[src/rtl/tube_display_arbiter.sv]
// Seven-segment tube display arbiter: picks one of four mode sources, a timed popup,
// or a blanking gap on mode switches. All outputs are registered.
module tube_display_arbiter #(
   parameter int         HOLD_CYCLES = 100_000_000,
   parameter int         GAP_CYCLES  = 2_000_000,
   parameter logic [7:0] BLANK       = 8'h00
) (
   input  logic        clk,
   input  logic        rst,
   input  logic [1:0]  mode,
   input  logic [63:0] frame0,
   input  logic [63:0] frame1,
   input  logic [63:0] frame2,
   input  logic [63:0] frame3,
   input  logic        pop_req,
   input  logic [63:0] pop_frame,
   output logic        pop_ack,
   output logic [63:0] disp,
   output logic [2:0]  owner,
   output logic        busy
);

   // state | meaning
   // SHOW  | disp tracks frame[cur_mode] live
   // GAP   | blank interval after a mode switch
   // POP   | popup latch shown for HOLD_CYCLES
   typedef enum logic [1:0] {SHOW, GAP, POP} state_t;

   localparam int MAX_CYC = (HOLD_CYCLES > GAP_CYCLES) ? HOLD_CYCLES : GAP_CYCLES;
   localparam int TW      = (MAX_CYC > 1) ? $clog2(MAX_CYC) : 1;
   localparam logic [TW-1:0] HOLD_LOAD = TW'(HOLD_CYCLES - 1);
   localparam logic [TW-1:0] GAP_LOAD  = TW'(GAP_CYCLES - 1);
   localparam logic [63:0]   BLANK8    = {8{BLANK}};

   state_t        state;
   logic [1:0]    cur_mode;
   logic [TW-1:0] timer;
   logic [63:0]   pop_latch;
   logic [63:0]   cur_frame;

   always_comb begin
      cur_frame = frame0;
      case (cur_mode)
         2'd0: cur_frame = frame0;
         2'd1: cur_frame = frame1;
         2'd2: cur_frame = frame2;
         2'd3: cur_frame = frame3;
         default: cur_frame = frame0;
      endcase
   end

   always_ff @(posedge clk) begin
      if (rst) begin
         state     <= SHOW;
         cur_mode  <= 2'd0;
         timer     <= '0;
         pop_latch <= BLANK8;
         disp      <= BLANK8;
         owner     <= 3'd0;
         busy      <= 1'b0;
         pop_ack   <= 1'b0;
      end else begin
         pop_ack <= 1'b0;
         if (pop_req) begin
            // Accept or retrigger; cur_mode is deliberately left alone so the
            // pending mode change is serviced when the popup expires.
            state     <= POP;
            pop_latch <= pop_frame;
            timer     <= HOLD_LOAD;
            pop_ack   <= 1'b1;
            disp      <= pop_frame;
            owner     <= 3'd4;
            busy      <= 1'b1;
         end else begin
            case (state)
               SHOW: begin
                  if (mode != cur_mode) begin
                     cur_mode <= mode;
                     timer    <= GAP_LOAD;
                     state    <= GAP;
                     disp     <= BLANK8;
                     owner    <= 3'd5;
                  end else begin
                     disp  <= cur_frame;
                     owner <= {1'b0, cur_mode};
                  end
                  busy <= 1'b0;
               end
               GAP: begin
                  busy <= 1'b0;
                  if (mode != cur_mode) begin
                     cur_mode <= mode;
                     timer    <= GAP_LOAD;
                     disp     <= BLANK8;
                     owner    <= 3'd5;
                  end else if (timer == '0) begin
                     state <= SHOW;
                     disp  <= cur_frame;
                     owner <= {1'b0, cur_mode};
                  end else begin
                     timer <= timer - 1'b1;
                     disp  <= BLANK8;
                     owner <= 3'd5;
                  end
               end
               POP: begin
                  if (timer == '0) begin
                     busy <= 1'b0;
                     if (mode != cur_mode) begin
                        cur_mode <= mode;
                        timer    <= GAP_LOAD;
                        state    <= GAP;
                        disp     <= BLANK8;
                        owner    <= 3'd5;
                     end else begin
                        state <= SHOW;
                        disp  <= cur_frame;
                        owner <= {1'b0, cur_mode};
                     end
                  end else begin
                     timer <= timer - 1'b1;
                     disp  <= pop_latch;
                     owner <= 3'd4;
                     busy  <= 1'b1;
                  end
               end
               default: begin
                  state <= SHOW;
                  disp  <= BLANK8;
                  owner <= 3'd0;
                  busy  <= 1'b0;
               end
            endcase
         end
      end
   end

endmodule

[config.mk]
export PLATFORM = sky130hd
export DESIGN_NAME = tube_display_arbiter
export DESIGN_NICKNAME = d
export VERILOG_FILES = /design/src/rtl/tube_display_arbiter.sv
export SDC_FILE = /design/constraint.sdc
export NUM_CORES = 1
export LEC_CHECK = 0
export CAP_MARGIN = 5
export CORE_ASPECT_RATIO = 0.8
export CORE_MARGIN = 2
export CORE_UTILIZATION = 30
export DETAILED_ROUTE_END_ITERATION = 10
export MAX_ROUTING_LAYER = met4
export PLACE_DENSITY = 0.58
export SYNTH_ARGS = -nofsm -noshare
export SYNTH_HDL_FRONTEND = slang
export SYNTH_SLANG_ARGS = --single-unit
[constraint.sdc]
create_clock -name clk -period 3.9 [get_ports clk]
set_input_delay 1.17 -clock clk [delete_from_list [all_inputs] [get_ports clk]]
set_output_delay 1.17 -clock clk [all_outputs]
set_load 0.02 [all_outputs]
### After elaboration in Yosys (flattened, before gate mapping)

Cells that the tools add are included.

* add/subtract/negate cells: 1
* $mul: 0
* divide/modulo/power cells: 0
* magnitude comparators: 0
* eq/ne operators: 16
* shifts and indexed selects: 0
* multiplexer cells: 33
* bitwise operators: 1
* reductions and logical operators: 13

Operators by type and width (number)
* 64-bit 2-to-1 mux: 5
* 64-bit case mux with 4 select lines: 1
* 64-bit case mux with 3 select lines: 1
* 27-bit 2-to-1 mux: 5
* 27-bit case mux with 3 select lines: 1
* 27-bit zero test: 1
* 27-bit by 1-bit subtractor with 27-bit output (second input constant): 1
* 3-bit 2-to-1 mux: 5
* 3-bit != test (second input constant): 5
* 2-bit 2-to-1 mux: 7
* 3-bit case mux with 3 select lines: 1
* 2-bit != test (second input constant): 4
* 4-bit AND reduction: 2
* 2-bit equality test (second input constant): 3
* 2-bit case mux with 3 select lines: 1
* 1-bit 2-to-1 mux: 5
* 2-bit by 1-bit equality test with 1-bit output (second input constant): 2
* 2-bit zero test: 2
* 4-bit != test (second input constant): 1
* 2-bit case mux with 2 select lines: 1
* 2-bit AND reduction: 2
* 4-bit nonzero test: 1
* 2-bit OR reduction: 2
* 3-bit AND reduction: 1
* other kinds (4): 4

* register bits: 164
* latch bits: 0
* memory bits (writable): 0
* memory bits (read-only): 0
* input bits: 325
* output and inout bits: 69
* logic and storage cells: 75
* memories kept: 0

### Logic depth before layout (Yosys ltp)

* depth after elaboration: 6
* gate-level depth with buffers: 10
* gate-level depth less buffers: 8

### Worst setup path before layout

OpenSTA, ideal clock, no wires.

* kind: input port to flip-flop
* start point: input mode[1]
* end point: register timer[25]
* setup time: 91 ps
* arrival: 2634 ps
* data required time: 3809 ps
* slack: 1175 ps
* cell stages on the path: 6
* buffers on the path: 0
* path through: xor2_1 nor3_1 nor2_1 nor3_1 a41oi_1 a311oi_1

* longest elaborated chain between the ends: 4
* elaborated cells on any way between the ends: 7
* those cells by class: eq/ne: 2; mux: 4; reduce/logical: 1

Ends and longest elaborated chain
* from (decl): RTL line 10 `input logic [1:0] mode,`
* 2-bit != test (*): RTL line 77, 91, 109
* 27-bit 2-to-1 mux (2 in series)
* 27-bit case mux with 3 select lines: RTL line 75 `case (state)`
* to (signal assigned): RTL line 101 `timer <= timer - 1'b1;`
* to (signal assigned): RTL line 121 `timer <= timer - 1'b1;`
* to (decl): RTL line 37 `logic [TW-1:0] timer;`

Every way passes the cells marked *; elsewhere a longest branch is shown, timed or not.
A chain may end at the register's enable or synchronous reset.

### Worst setup path in the final report

* start point: input mode[1]
* end point: register timer[0]

* longest elaborated chain between the ends: 5
* elaborated cells on any way between the ends: 8
* those cells by class: eq/ne: 2; mux: 5; reduce/logical: 1

Ends and longest elaborated chain
* 2-bit != test (*): RTL line 77, 91, 109
* 27-bit 2-to-1 mux (2 in series)
* 27-bit case mux with 3 select lines: RTL line 75
* 27-bit 2-to-1 mux: RTL line 64 `if (pop_req) begin`

Marked as above.

==> flow_summary_export.csv <==
group,metric,value,unit
yosys,synth_xor_area_share,0.595,%
worst_setup_path,r2r_setup_slack,970,ps
yosys,ys_ff_latch,164,
clock_network,htreeDepth,4,
timing,final.setup.tns,0,ps
drt,ant_nets,0,
timing,finClkSkew,14.6,ps
placement,io_buffers,393,
yosys,synth_fa_ha_area_share,0.991,%
yosys,async_reset_ff_share,0,%
worst_setup_path,cp_max_fo,7,
timing,fmax,0.317,GHz
yosys,synthFlopType,"dfxtp_1",
yosys,synth_edf_count,0,
yosys,syn-num-nets,1252,
timing,relSlewSlack,38.2,%
clock_network,cts_buffer_depth,2,
clock_network,clock_latency,430,ps
timing,final-hold-violation-count,0,
drt,route.detailed.drc,0,
drt,drt_first_pass_iters,6,
drt,routed_wl,33.1,mm
placement,dp_slack,373,ps
worst_setup_path,critical_path_arrival,3490,ps
cells_and_area,fillers,2800,
drt,vias_per_cell,5.16,
clock_network,cts.reportedPaths.clkPinSlew,70,ps
placement,place_hpwl,24.7,mm
worst_setup_path,critPathRequiredTime,4230,ps
cells_and_area,utilization,47.1,%
global_routing,antenna_found_initial,1,
clock_network,hold_buffers,0,
global_routing,grt_max_degree,67,
timing,period_share,80.9,%
yosys,synth_compound_area_share,18.3,%
global_routing,track_usage,21.5,%
yosys,syn_avg_cell_area,9.60,um^2
worst_setup_path,worst_setup_path_start_kind,"primary input",
yosys,netlist_instances,920,
cells_and_area,drive_gt1_share,11.4,%
floorplan,initial_core_util,30.3,%
cells_and_area,multiInputGateArea,0.00499,mm^2
floorplan,die_w,196,um
clock_network,post_cts_resized,0,
drt,via_count,8656,
yosys,synth_top_area_share,37.2,%
timing,finalSetupViolations,0,
placement,dpl_cell_area,0.0132,mm^2
cells_and_area,instances_no_fill,1676,
run,maxCapViolations,0,
yosys,synth_warnings,0,
pwr,leakagePower,5.23,nW
yosys,ys_types,73,
cells_and_area,area_growth,55.4,%
yosys,yosys-mux-area-fraction,23.8,%
yosys,yosys-top-cells-area,"dfxtp_1, mux4_2, mux2i_1",
floorplan,die_area,0.0309,mm^2
cells_and_area,ff_latch_area,0.00329,mm^2
timing,worst_pin_slew,927,ps
cells_and_area,design_area,0.0137,mm^2
timing,grt_setup_unrepaired,"false",
yosys,synth-seq-area-share,37.2,%
min_path,hold_class,"flip-flop to flip-flop",
timing,whs,482,ps
floorplan,die_height,158,um
timing,period_minus_slack,3160,ps
placement,dp.cells,1645,
pwr,peakVddDrop,0.290,mV
cells_and_area,layout.nets,1619,
global_routing,grt_pass1_vias,8551,
floorplan,core.rowCount,56,
pwr,power.total,4.81,mW
clock_network,tritoncts,"yes",
drt,drt_iter0_drc,571,
floorplan,core_area,0.0291,mm^2
yosys,synth-simple-area-share,12.6,%
pwr,power.density,351,mW/mm^2
global_routing,grt_pass1_wl,49.3,mm
outcome,status,"finished clean",
clock_network,postCtsSetupBuffers,0,
yosys,synth_top_cell_by_area,"dfxtp_1",
clock_network,cts.sinks,164,
yosys,synth_top_family_by_area,"multiplexers",
worst_setup_path,critPathKind,"primary input to flip-flop",
clock_network,cts_buffers,17,
timing,fin_ws,744,ps
global_routing,grt.overflow.total,0,
floorplan,pin_count,394,
drt,avgRoutedWirePerCell,19.8,um
yosys,synth.cell_area,0.00884,mm^2
clock_network,cts-root-buf,"clkbuf_16",
worst_setup_path,crit_path_end_kind,"flip-flop",
timing,drv_slew,0,
placement,gp_routability_congestion,0.918,
[cell usage after synthesis (all sizes together) (2+ instances only)]
master / instances
o211ai: 2
clkbuf: 34
nand2b: 6
inv: 77
nand3: 8
a41oi: 2
nand4: 7
nand2: 26
o22ai: 3
a311oi: 6
ha: 7
nor2: 112
o21bai: 3
or3: 6
a221oi: 4
a22oi: 65
xnor2: 4
o21ai: 90
mux2i: 66
a21oi: 32
nor3b: 2
o2bb2ai: 2
and4: 2
buf: 35
dfxtp: 164
or4: 9
nor4: 12
o21ba: 2
a31oi: 7
mux4: 64
o32ai: 5
nor3: 14
or2: 6
xor2: 2
a21boi: 2
a211oi: 10
nor2b: 3
o31ai: 2
[flip-flops by register name (all words and copies together), names as in the netlist]
name / count
timer: 27
pop_latch: 64
busy: 1
state: 2
owner: 3
disp: 64
cur_mode: 2
pop_ack: 1
[power by group]
| group | switching (mW) | internal, mW |
|---|---|---|
| clock | 0.756 | 0.902 |
| sequential | 0.0892 | 1.79 |
| combinational | 0.586 | 0.687 |
| total | 1.43 | 3.38 |
[path summary, 6_finish.rpt]
| path | end | startpoint | cells after the start |
|---|---|---|---|
| max | timer[0] | mode[1] | 7 |
| min | disp[49] | pop_latch[49] | 2 |
| max reg2reg | timer[21] | timer[2] | 6 |
| min reg2reg | disp[49] | pop_latch[49] | 2 |
[routing by layer]
metal	wire, um	track usage, %	part of all wire [%]
met4	376	4.65	1.1
met2	15600	35.3	47
met5	0	-	0
met3	2990	5.91	9.0
met1	14200	26.6	43
[cell families after synthesis]
logic type                 after synthesis
AOI/OAI and AO/OA                      248
and+or+nand+nor                        218
DFF                                    164
buffers and inverters                  147
muxes                                  130
adders and majority gates                7
xor gates and xnor gates                 6
[worst max-delay path, cell delays in order]
cell and delay [ps]:
clkdlybuf4s50_1 430, xor2_1 190, nor2_1 570, nand2_1 290, o21ai_0 480, nor2_1 100
a311oi_1 250
[cell usage in the layout (no fill, tap or decap), types with 4 or more instances in the layout]
master / instances
inv_1: 77
a22oi_1: 65
o21ai_1: 43
clkinvlp_4: 5
ha_1: 7
dfxtp_1: 162
nor2_1: 110
nand2b_1: 6
or3_1: 6
or4_1: 8
clkdlybuf4s50_1: 391
nand2_1: 25
nor3_1: 11
mux4_2: 64
a21oi_1: 32
nor4_1: 9
o32ai_1: 5
clkbuf_16: 17
o21ai_0: 45
buf_4: 25
a31oi_1: 7
inv_6: 4
nand4_1: 6
a211oi_1: 10
or2_2: 5
a311oi_1: 6
xnor2_1: 4
nand3_1: 7
mux2i_1: 66
[area by class of cell]
| cell class | count | area share [%] |
|---|---|---|
| diodes | 1 | 0.0182 |
| clock buffers | 18 | 3.20 |
| clock inverters | 12 | 0.893 |
| inverters | 78 | 2.13 |
| multi-input cells | 609 | 36.4 |
| flip-flops and latches | 164 | 24.0 |
| well taps | 377 | 3.43 |
| repair buffers | 417 | 30.0 |
Power figures use the tool's default switching activity.
